--- src/rtl/mix_columns_iter_if.sv ---
// Valid/ready bus for the iterative MixColumns stage: the input state with mode bits
// and the output state.
interface mix_columns_iter_if;
  logic         in_valid;
  logic         in_ready;
  logic [0:127] in_data;
  logic         in_inv;
  logic         in_bypass;
  logic         out_valid;
  logic         out_ready;
  logic [0:127] out_data;

  modport master (
    output in_valid, in_data, in_inv, in_bypass, out_ready,
    input  in_ready, out_valid, out_data
  );

  modport slave (
    input  in_valid, in_data, in_inv, in_bypass, out_ready,
    output in_ready, out_valid, out_data
  );
endinterface

--- src/rtl/mix_columns_iter.sv ---
// Iterative AES MixColumns / InvMixColumns. Each BUSY cycle transforms COLS_PER_CYCLE
// columns in place. Bypass skips straight to DONE for the final round.
module mix_columns_iter #(
  parameter int unsigned COLS_PER_CYCLE = 1
) (
  input logic              clk,
  input logic              rst,
  mix_columns_iter_if.slave bus
);

  typedef enum logic [1:0] {StIdle, StBusy, StDone} state_e;

  state_e       st_q;
  logic [0:127] data_q;
  logic [0:127] data_mixed;
  logic [1:0]   cnt_q;
  logic [2:0]   cnt_sum;
  logic         inv_q;
  logic         in_ready_q;
  logic         out_valid_q;
  logic [31:0]  col_in;
  logic [31:0]  col_out;

  function automatic logic [7:0] xt(input logic [7:0] a);
    return {a[6:0], 1'b0} ^ (a[7] ? 8'h1b : 8'h00);
  endfunction

  // Column packed as {a0, a1, a2, a3} with a0 in the top byte.
  function automatic logic [31:0] mix_col(input logic [31:0] col, input logic inv);
    logic [7:0]  a [4];
    logic [7:0]  x2 [4];
    logic [7:0]  x4 [4];
    logic [7:0]  x8 [4];
    logic [31:0] res;
    res = '0;
    for (int i = 0; i < 4; i++) begin
      a[i]  = col[8*(3-i) +: 8];
      x2[i] = xt(a[i]);
      x4[i] = xt(x2[i]);
      x8[i] = xt(x4[i]);
    end
    for (int r = 0; r < 4; r++) begin
      if (!inv) begin
        res[8*(3-r) +: 8] = x2[r] ^ x2[(r+1)&3] ^ a[(r+1)&3] ^ a[(r+2)&3] ^ a[(r+3)&3];
      end else begin
        // E*a_r ^ B*a_r+1 ^ D*a_r+2 ^ 9*a_r+3
        res[8*(3-r) +: 8] = (x8[r] ^ x4[r] ^ x2[r])
                          ^ (x8[(r+1)&3] ^ x2[(r+1)&3] ^ a[(r+1)&3])
                          ^ (x8[(r+2)&3] ^ x4[(r+2)&3] ^ a[(r+2)&3])
                          ^ (x8[(r+3)&3] ^ a[(r+3)&3]);
      end
    end
    return res;
  endfunction

  always_comb begin
    data_mixed = data_q;
    col_in     = '0;
    col_out    = '0;
    for (int k = 0; k < int'(COLS_PER_CYCLE); k++) begin
      for (int r = 0; r < 4; r++) begin
        col_in[8*(3-r) +: 8] = data_q[32*r + 8*((int'(cnt_q) + k) & 3) +: 8];
      end
      col_out = mix_col(col_in, inv_q);
      for (int r = 0; r < 4; r++) begin
        data_mixed[32*r + 8*((int'(cnt_q) + k) & 3) +: 8] = col_out[8*(3-r) +: 8];
      end
    end
  end

  assign cnt_sum = {1'b0, cnt_q} + 3'(COLS_PER_CYCLE);

  always_ff @(posedge clk) begin
    if (rst) begin
      st_q        <= StIdle;
      data_q      <= '0;
      cnt_q       <= '0;
      inv_q       <= 1'b0;
      in_ready_q  <= 1'b1;
      out_valid_q <= 1'b0;
    end else begin
      unique case (st_q)
        StIdle: begin
          if (bus.in_valid) begin
            data_q     <= bus.in_data;
            inv_q      <= bus.in_inv;
            cnt_q      <= '0;
            in_ready_q <= 1'b0;
            if (bus.in_bypass) begin
              st_q        <= StDone;
              out_valid_q <= 1'b1;
            end else begin
              st_q <= StBusy;
            end
          end
        end
        StBusy: begin
          data_q <= data_mixed;
          cnt_q  <= cnt_sum[1:0];
          if (cnt_sum == 3'd4) begin
            st_q        <= StDone;
            out_valid_q <= 1'b1;
          end
        end
        StDone: begin
          if (bus.out_ready) begin
            st_q        <= StIdle;
            out_valid_q <= 1'b0;
            in_ready_q  <= 1'b1;
          end
        end
        default: st_q <= StIdle;
      endcase
    end
  end

  assign bus.in_ready  = in_ready_q;
  assign bus.out_valid = out_valid_q;
  assign bus.out_data  = data_q;

endmodule

--- src/flat_wrapper.sv ---
// flat-port wrapper written by rule: the top's interface ports become plain ports
module mix_columns_iter_flat 
#(
  parameter int unsigned COLS_PER_CYCLE = 1
)
  (clk, rst, bus_in_valid, bus_in_data, bus_in_inv, bus_in_bypass, bus_out_ready, bus_in_ready, bus_out_valid, bus_out_data);
  mix_columns_iter_if bus_i ();
  input logic clk;
  input logic rst;
  input wire logic [$bits(bus_i.in_valid)-1:0] bus_in_valid;
  input wire logic [$bits(bus_i.in_data)-1:0] bus_in_data;
  input wire logic [$bits(bus_i.in_inv)-1:0] bus_in_inv;
  input wire logic [$bits(bus_i.in_bypass)-1:0] bus_in_bypass;
  input wire logic [$bits(bus_i.out_ready)-1:0] bus_out_ready;
  output wire logic [$bits(bus_i.in_ready)-1:0] bus_in_ready;
  output wire logic [$bits(bus_i.out_valid)-1:0] bus_out_valid;
  output wire logic [$bits(bus_i.out_data)-1:0] bus_out_data;
  assign bus_i.in_valid = bus_in_valid;
  assign bus_i.in_data = bus_in_data;
  assign bus_i.in_inv = bus_in_inv;
  assign bus_i.in_bypass = bus_in_bypass;
  assign bus_i.out_ready = bus_out_ready;
  assign bus_in_ready = bus_i.in_ready;
  assign bus_out_valid = bus_i.out_valid;
  assign bus_out_data = bus_i.out_data;
  mix_columns_iter #(.COLS_PER_CYCLE(COLS_PER_CYCLE)) u_core (.clk(clk), .rst(rst), .bus(bus_i));
endmodule
--- config.mk ---
export PLATFORM = sky130hd
export DESIGN_NAME = mix_columns_iter_flat
export DESIGN_NICKNAME = d
export VERILOG_FILES = /design/src/rtl/mix_columns_iter_if.sv /design/src/rtl/mix_columns_iter.sv /design/src/flat_wrapper.sv
export SDC_FILE = /design/constraint.sdc
export NUM_CORES = 1
export LEC_CHECK = 0
export CORE_MARGIN = 2
export CORE_UTILIZATION = 34
export CTS_BUF_LIST = sky130_fd_sc_hd__clkbuf_8
export CTS_CLUSTER_SIZE = 14
export DETAILED_ROUTE_END_ITERATION = 12
export GPL_ROUTABILITY_DRIVEN = 0
export GPL_TIMING_DRIVEN = 1
export SLEW_MARGIN = 20
export SYNTH_ARGS = -nofsm -noshare
export SYNTH_HDL_FRONTEND = slang
export SYNTH_SLANG_ARGS = --single-unit
--- constraint.sdc ---
create_clock -name clk -period 9.8 [get_ports clk]
set_input_delay 2.45 -clock clk [delete_from_list [all_inputs] [get_ports clk]]
set_output_delay 2.45 -clock clk [all_outputs]
set_load 0.01 [all_outputs]
==> results of run 1 <==
[registers in the layout, summed over array words and instances (netlist names)]
| name | flops |
|---|---|
| u_core.bus.out_data | 128 |
| u_core.cnt_q | 2 |
| u_core.st_q | 2 |
| u_core.bus.in_ready | 1 |
| u_core.bus.out_valid | 1 |
| u_core.inv_q | 1 |
[power groups by stage]
stage / combinational, mW / sequential [mW] / clock [mW]
global placement: 1.83 / 0.684 / 0
floorplan: 1.28 / 0.686 / 0
detailed placement: 1.83 / 0.683 / 0
CTS: 1.85 / 0.672 / 0.576
finish: 1.87 / 0.673 / 0.573
global route: 1.97 / 0.680 / 0.601
[cell families (layout without fill, tap and decap cells)]
group                    after synthesis  count (layout)  share of synthesized area
AND/OR/NAND/NOR                      323             323                     0.1482
AO/OA/AOI/OAI                        229             229                     0.1709
XOR/XNOR                             220             220                     0.2552
flip-flops                           135             135                     0.2841
adder cells (fa/ha/maj)                4               4                   0.005261
multiplexers                          39              39                    0.08681
buffers and inverters                102             315                    0.04958
[metal layers]
layer  up-vias  global-route usage  part of all wire
li1       4195                   -                 -
met1      4579              0.3471              0.41
met2       520              0.4457              0.49
met3        68             0.05361             0.081
met4         0             0.08696             0.023
met5         -                   0                 0
[worst max path at each step]
stage / slack (ns) / cells past startpoint / endpoint / from
5_1_grt: 5.08 / 9 / u_core.bus.out_data[11] / u_core.cnt_q[0]
3_5_place_dp: 4.91 / 5 / u_core.st_q[1] / bus_in_valid
6_report: 5.23 / 9 / u_core.bus.out_data[83] / u_core.cnt_q[0]
2_1_floorplan: 5.97 / 7 / u_core.bus.out_data[57] / bus_in_valid
4_1_cts: 5.23 / 9 / u_core.bus.out_data[83] / u_core.cnt_q[0]
3_3_place_gp: 5.03 / 5 / u_core.bus.out_valid / bus_in_valid
[through the flow]
| step | setup WS [ns] | utilization | cell area, µm² | hold slack, ns |
|---|---|---|---|---|
| after floorplan | 5.970 | - | 9513 | 0.4805 |
| after global placement | 5.030 | 0.4465 | 12340 | 0.4652 |
| after detailed placement | 4.914 | 0.4465 | 12340 | 0.4755 |
| after CTS | 5.231 | 0.4637 | 12810 | 0.4876 |
| after global routing | 5.084 | 0.4637 | 12810 | 0.4940 |
| final | 5.229 | 0.4637 | 12810 | 0.4896 |
[cell usage after synthesis (12+ instances only)]
| cell | count |
|---|---|
| clkbuf_1 | 73 |
| xnor2_2 | 13 |
| a211oi_1 | 27 |
| a221oi_1 | 64 |
| xnor2_1 | 139 |
| a21oi_1 | 52 |
| nor3_1 | 88 |
| nand3_1 | 25 |
| dfxtp_1 | 135 |
| xor2_1 | 39 |
| mux4_2 | 24 |
| a31oi_1 | 24 |
| xnor3_1 | 15 |
| nand2_1 | 54 |
| o21ai_0 | 27 |
| a2bb2oi_1 | 12 |
| nor2_1 | 139 |
[layout make-up]
class	instances	area, µm²	share of cell area
sequential	135	2705	0.2111
inverter	5	18.77	0.001465
clock buffer	17	234.0	0.01826
tap	378	473.0	0.03691
clock inverter	15	241.5	0.01885
multi-input combinational	815	6397	0.4993
timing repair buffer	278	2743	0.2141
[worst register-to-register path: stages, from the launching register on]
cell      delay (ns)
dfxtp_2         0.57
buf_4           0.57
mux4_1          0.90
xnor3_1         0.50
xnor3_1         0.37
xnor3_1         0.42
nand2b_2        0.21
xnor3_2         0.52
a221oi_2        0.29
nor3_1          0.07
==> summary.txt, run 1 <==
Placement
  – Placed cells: 1,611
  – Number of buffers added on ports: 263
  – Post-DP HPWL: 28.59 mm

Die
  – Rows: 61
  – Die Width: 171.3 µm
  – Die area: 0.02933 mm²
  – Height of the die: 171.3 µm
  – I/O Pins: 264
  – Initial core utilization: 0.3443
  – Core area: 0.02763 mm²

Timing
  – Final Slew Violations: 0
  – Final setup TNS: 0 ns
  – Final clock skew: 0.01611 ns
  – Fmax: 218.8 MHz
  – Hold Vio Cnt, Final: 0
  – Setup Viol. Count Final: 0
  – Worst slew margin: 0.2622
  – Unrepaired setup endpoints after global routing: no
  – Period utilization: 0.4664
  – Final min period: 4.571 ns
  – Actual slew at the worst max-slew pin: 1.104 ns

CTS
  – # resized after CTS: 0
  – Clk_lat worst skew: 0.48 ns
  – Max Buffers Root-to-Sink: 2
  – Hold_buf cts: 0
  – CTS root buf: clkbuf_8
  – Setup repair bufs after CTS: 0
  – Sink Count: 135
  – CTS Buf Count: 17
  – H-Tree Depth: 4
  – CTS tree: done
  – Clock transition at path regs: 0.09 ns

Worst setup path
  – CP endpoint kind: flop
  – CP max FO: 29
  – Slowest cell on crit path: mux4_1
  – Worst setup path class: reg -> reg
  – CP peak stage delay: 0.88 ns
  – Worst r2r path cells: 9
  – R2R Path End: u_core.bus.out_data[83]
  – Top Family by Delay on Critical Path: XOR/XNOR gates
  – Crit path top cell by count: xnor3_1
  – FF-to-FF setup slack: 5.23 ns
  – Crit path cell chain: buf_4 > mux4_1 > xnor3_1 > xnor3_1 > xnor3_1 > nand2b_2 > xnor3_2 > a221oi_2 > nor3_1
  – Worst r2r src: u_core.cnt_q[0]
  – Worst EP required: 10.13 ns
  – Worst setup SP type: flop
  – Buf/Inv on CP: 1
  – Crit path arrival time: 4.91 ns

Synth
  – Post-synth EDFFs: 0
  – Async set or reset register ratio after synthesis: 0
  – Synth cell types: 52
  – Mean post-synth cell area: 9.043 µm²
  – Cells after Synth: 1,052
  – Synth Net Count: 1,190
  – Top cell type's share of synthesized area: 0.2841
  – Top cells by area, synth: dfxtp_1 (28%), xnor2_1 (13%), a221oi_1 (5.9%), mux4_2 (5.7%), nor2_1 (5.5%)
  – Main flop type after synthesis: dfxtp_1
  – Number of synthesized register bits: 135
  – Post-synth top area cell: dfxtp_1
  – Ys Warns: 0
  – Post-synthesis sequential area ratio: 0.2841
  – Post-Syn Area: 0.009513 mm²

Cells and area
  – Number of fill cells in the layout: 2,685
  – Commonest non-fill, non-tap cells in the layout: clkdlybuf4s50_1 (262), nor2_1 (139), xnor2_1 (139)
  – Most common cell after layout, fill and taps aside: clkdlybuf4s50_1
  – N_diodes: 0
  – Final Non-Filler Cells: 1,643
  – Final nets: 1,390
  – Area Growth Syn to Fin: 34.68%
  – Layout cell share with drive strength beyond 1: 0.09565

Detailed routing
  – Via density: 5.698
  – Via count of the routed design: 9,362
  – Aggregate routed wire length: 39.51 mm
  – DR iter-0 viols: 914
  – # DRC: 0
  – Detailed-route wire length per cell: 24.05 µm
  – First drt pass iteration count: 6
  – Antenna viol nets, final: 0

GRT
  – Global-route wire length before repair: 58.52 mm
  – Largest net degree at the start of global routing: 97
  – Grt total ovfl: 0
  – Number of global-route vias before repair: 9,408
  – Global-route usage over all layers: 0.2674
  – Initial antenna violation count: 0

Hold path
  – HP Start: u_core.bus.out_valid
  – Hold Path Sink: u_core.bus.out_valid
  – Hold depth: 2
  – Hold Path Class: reg -> reg

Run
  – Max_cap viols: 0

Power and ir drop
  – Power Internal: 1.771 mW
  – P_sw: 1.343 mW
  – Reg power frac: 0.216
  – PD cells: 243.0 mW/mm²
  – Switch share: 0.4312
  – Gate power share: 0.600
  – Maximum vdd drop: 0.1474 mV
  – Clk network pwr share: 0.184
  – Leakage: 4.548 nW
  – Overall Power: 3.114 mW

Status
  – Status: completed
Note: power is estimated with default switching activity, not from simulation.
==> inputs of run 2 (changes only) <==
==> constraint.sdc (replaced) <==
create_clock -name clk -period 3.74 [get_ports clk]
set_input_delay 0.935 -clock clk [delete_from_list [all_inputs] [get_ports clk]]
set_output_delay 0.935 -clock clk [all_outputs]
set_load 0.01 [all_outputs]
==> summary.txt, run 2 (synthesis results as in run 1) <==
Status
  – Status: completed

Timing
  – Actual slew at the worst max-slew pin: 0.7893 ns
  – Worst hold margin: 0.4939 ns
  – Setup Viol. Count Final: 0
  – Final setup TNS: 0 ns
  – Hold Vio Cnt, Final: 0
  – Fmax: 274.2 MHz
  – Period utilization: 0.9752
  – Worst slew margin: 0.4738
  – Final clock skew: 0.01632 ns
  – Final Slew Violations: 0
  – Final min period: 3.647 ns

CTS
  – Hold_buf cts: 0
  – CTS Buf Count: 17
  – Clock transition at path regs: 0.09 ns
  – Sink Count: 135
  – CTS tree: done
  – H-Tree Depth: 4
  – Clk_lat worst skew: 0.48 ns
  – Max Buffers Root-to-Sink: 2
  – CTS root buf: clkbuf_8

Power and ir drop
  – Clk network pwr share: 0.174
  – Power Internal: 4.869 mW
  – P_sw: 3.674 mW
  – Leakage: 4.873 nW
  – Reg power frac: 0.206
  – PD cells: 638.8 mW/mm²
  – Gate power share: 0.620
  – Switch share: 0.4301
  – Maximum vdd drop: 0.3001 mV
  – Overall Power: 8.543 mW

Worst setup path
  – Worst r2r src: u_core.cnt_q[0]
  – CP max FO: 16
  – Worst setup path class: reg -> reg
  – CP endpoint kind: flop
  – CP Launch Point: u_core.cnt_q[0]
  – Worst EP required: 4.09 ns
  – Crit path arrival time: 4.00 ns
  – Worst setup SP type: flop

Die
  – Core area: 0.02763 mm²
  – Rows: 61
  – Initial core utilization: 0.3443
  – Height of the die: 171.3 µm
  – Die Width: 171.3 µm
  – I/O Pins: 264
  – Die area: 0.02933 mm²

GRT
  – Met3 GRT Util: 0.06397
  – Gr busiest metal: met2
  – Global-route usage over all layers: 0.2838
  – Number of global-route vias before repair: 9,590
  – Grt total ovfl: 0
  – Largest net degree at the start of global routing: 70
  – Initial antenna violation count: 0
  – Global-route wire length before repair: 61.33 mm
  – Grt met2 use: 0.4565
  – Met1 Usage GRT: 0.3671

Cells and area
  – Final Non-Filler Cells: 1,693
  – Final nets: 1,440
  – Layout cell share with drive strength beyond 1: 0.1323
  – Area Growth Syn to Fin: 40.59%
  – Final design instance area without fill: 0.01337 mm²
  – Most common cell after layout, fill and taps aside: clkdlybuf4s50_1
  – N_diodes: 0
  – Number of fill cells in the layout: 2,659
  – Commonest non-fill, non-tap cells in the layout: clkdlybuf4s50_1 (262), nor2_1 (139), xnor2_1 (135)
  – Max reg flops: 128

Detailed routing
  – First drt pass iteration count: 5
  – Aggregate routed wire length: 41.97 mm
  – # DRC: 0
  – DR iter-0 viols: 964
  – Via density: 5.666
  – Detailed-route wire length per cell: 24.79 µm
  – Via count of the routed design: 9,592
  – Antenna viol nets, final: 0

Hold path
  – HP Start: u_core.bus.out_data[51]
  – Hold Path Class: reg -> reg

Placement
  – Post-DP HPWL: 30.87 mm
  – Placement Cell Area: 0.01282 mm²
  – Number of buffers added on ports: 263
  – Placed cells: 1,655

Run
  – Max_cap viols: 0
-- run 2: cell count changes in the layout (fill, tap and decap cells not counted), sizes merged --
cell      delta
clkinvlp     +1
buf         +50
clkinv       -3
inv          +2
-- run 2: path summary, 6_finish.rpt --
path	end	slack, ns	depth (start not counted)
hold / removal	u_core.bus.out_data[51]	0.49	2
setup / recovery	u_core.bus.out_data[91]	0.09	9
hold reg to reg	u_core.bus.out_data[51]	0.49	2
setup reg to reg	u_core.bus.out_data[91]	0.09	9
-- run 2: cell type report --
| class | instances | area (µm²) | share of cell area |
|---|---|---|---|
| timing repair buffer | 328 | 3268 | 0.2444 |
| multi-input combinational | 815 | 6452 | 0.4825 |
| sequential | 135 | 2705 | 0.2023 |
| inverter | 5 | 18.77 | 0.001403 |
| tap | 378 | 473.0 | 0.03536 |
| clock buffer | 17 | 234.0 | 0.01749 |
| clock inverter | 15 | 222.7 | 0.01665 |
-- run 2: through the flow --
stage          utilization  setup WS (ns)
4_1_cts             0.4804        0.03323
3_5_place_dp        0.4639        0.07181
2_1_floorplan            -         0.3967
5_1_grt             0.4841      -0.003660
6_report            0.4841        0.09282
3_3_place_gp        0.4639        0.07793
-- run 2: layer usage --
metal  vias to the layer above  wire (µm)
met5                         -          0
met1                      4683      17010
met4                         0       1424
met2                       537      20020
met3                        82       3509
li1                       4290          -
-- run 2: repair_timing --
item,4_1_cts,5_1_grt
setup endpoints to repair,0,22
gates resized for setup,0,7
setup buffers,0,6
-- run 2: critical path: stages, from the launching register on --
cell and delay (ns):
dfxtp_2 0.47, buf_12 0.21, mux4_1 0.68, xnor3_2 0.50
xnor3_1 0.41, xnor3_1 0.20, nand2b_2 0.20, xnor3_2 0.47
a221oi_2 0.29, nor3_2 0.06
-- run 2: power by group through the flow --
stage / clock (mW) / combinational [mW] / sequential [mW]
floorplan: 0 / 3.37 / 1.80
global placement: 0 / 5.06 / 1.79
detailed placement: 0 / 5.07 / 1.79
CTS: 1.48 / 5.11 / 1.76
global route: 1.54 / 5.54 / 1.78
finish: 1.49 / 5.29 / 1.76
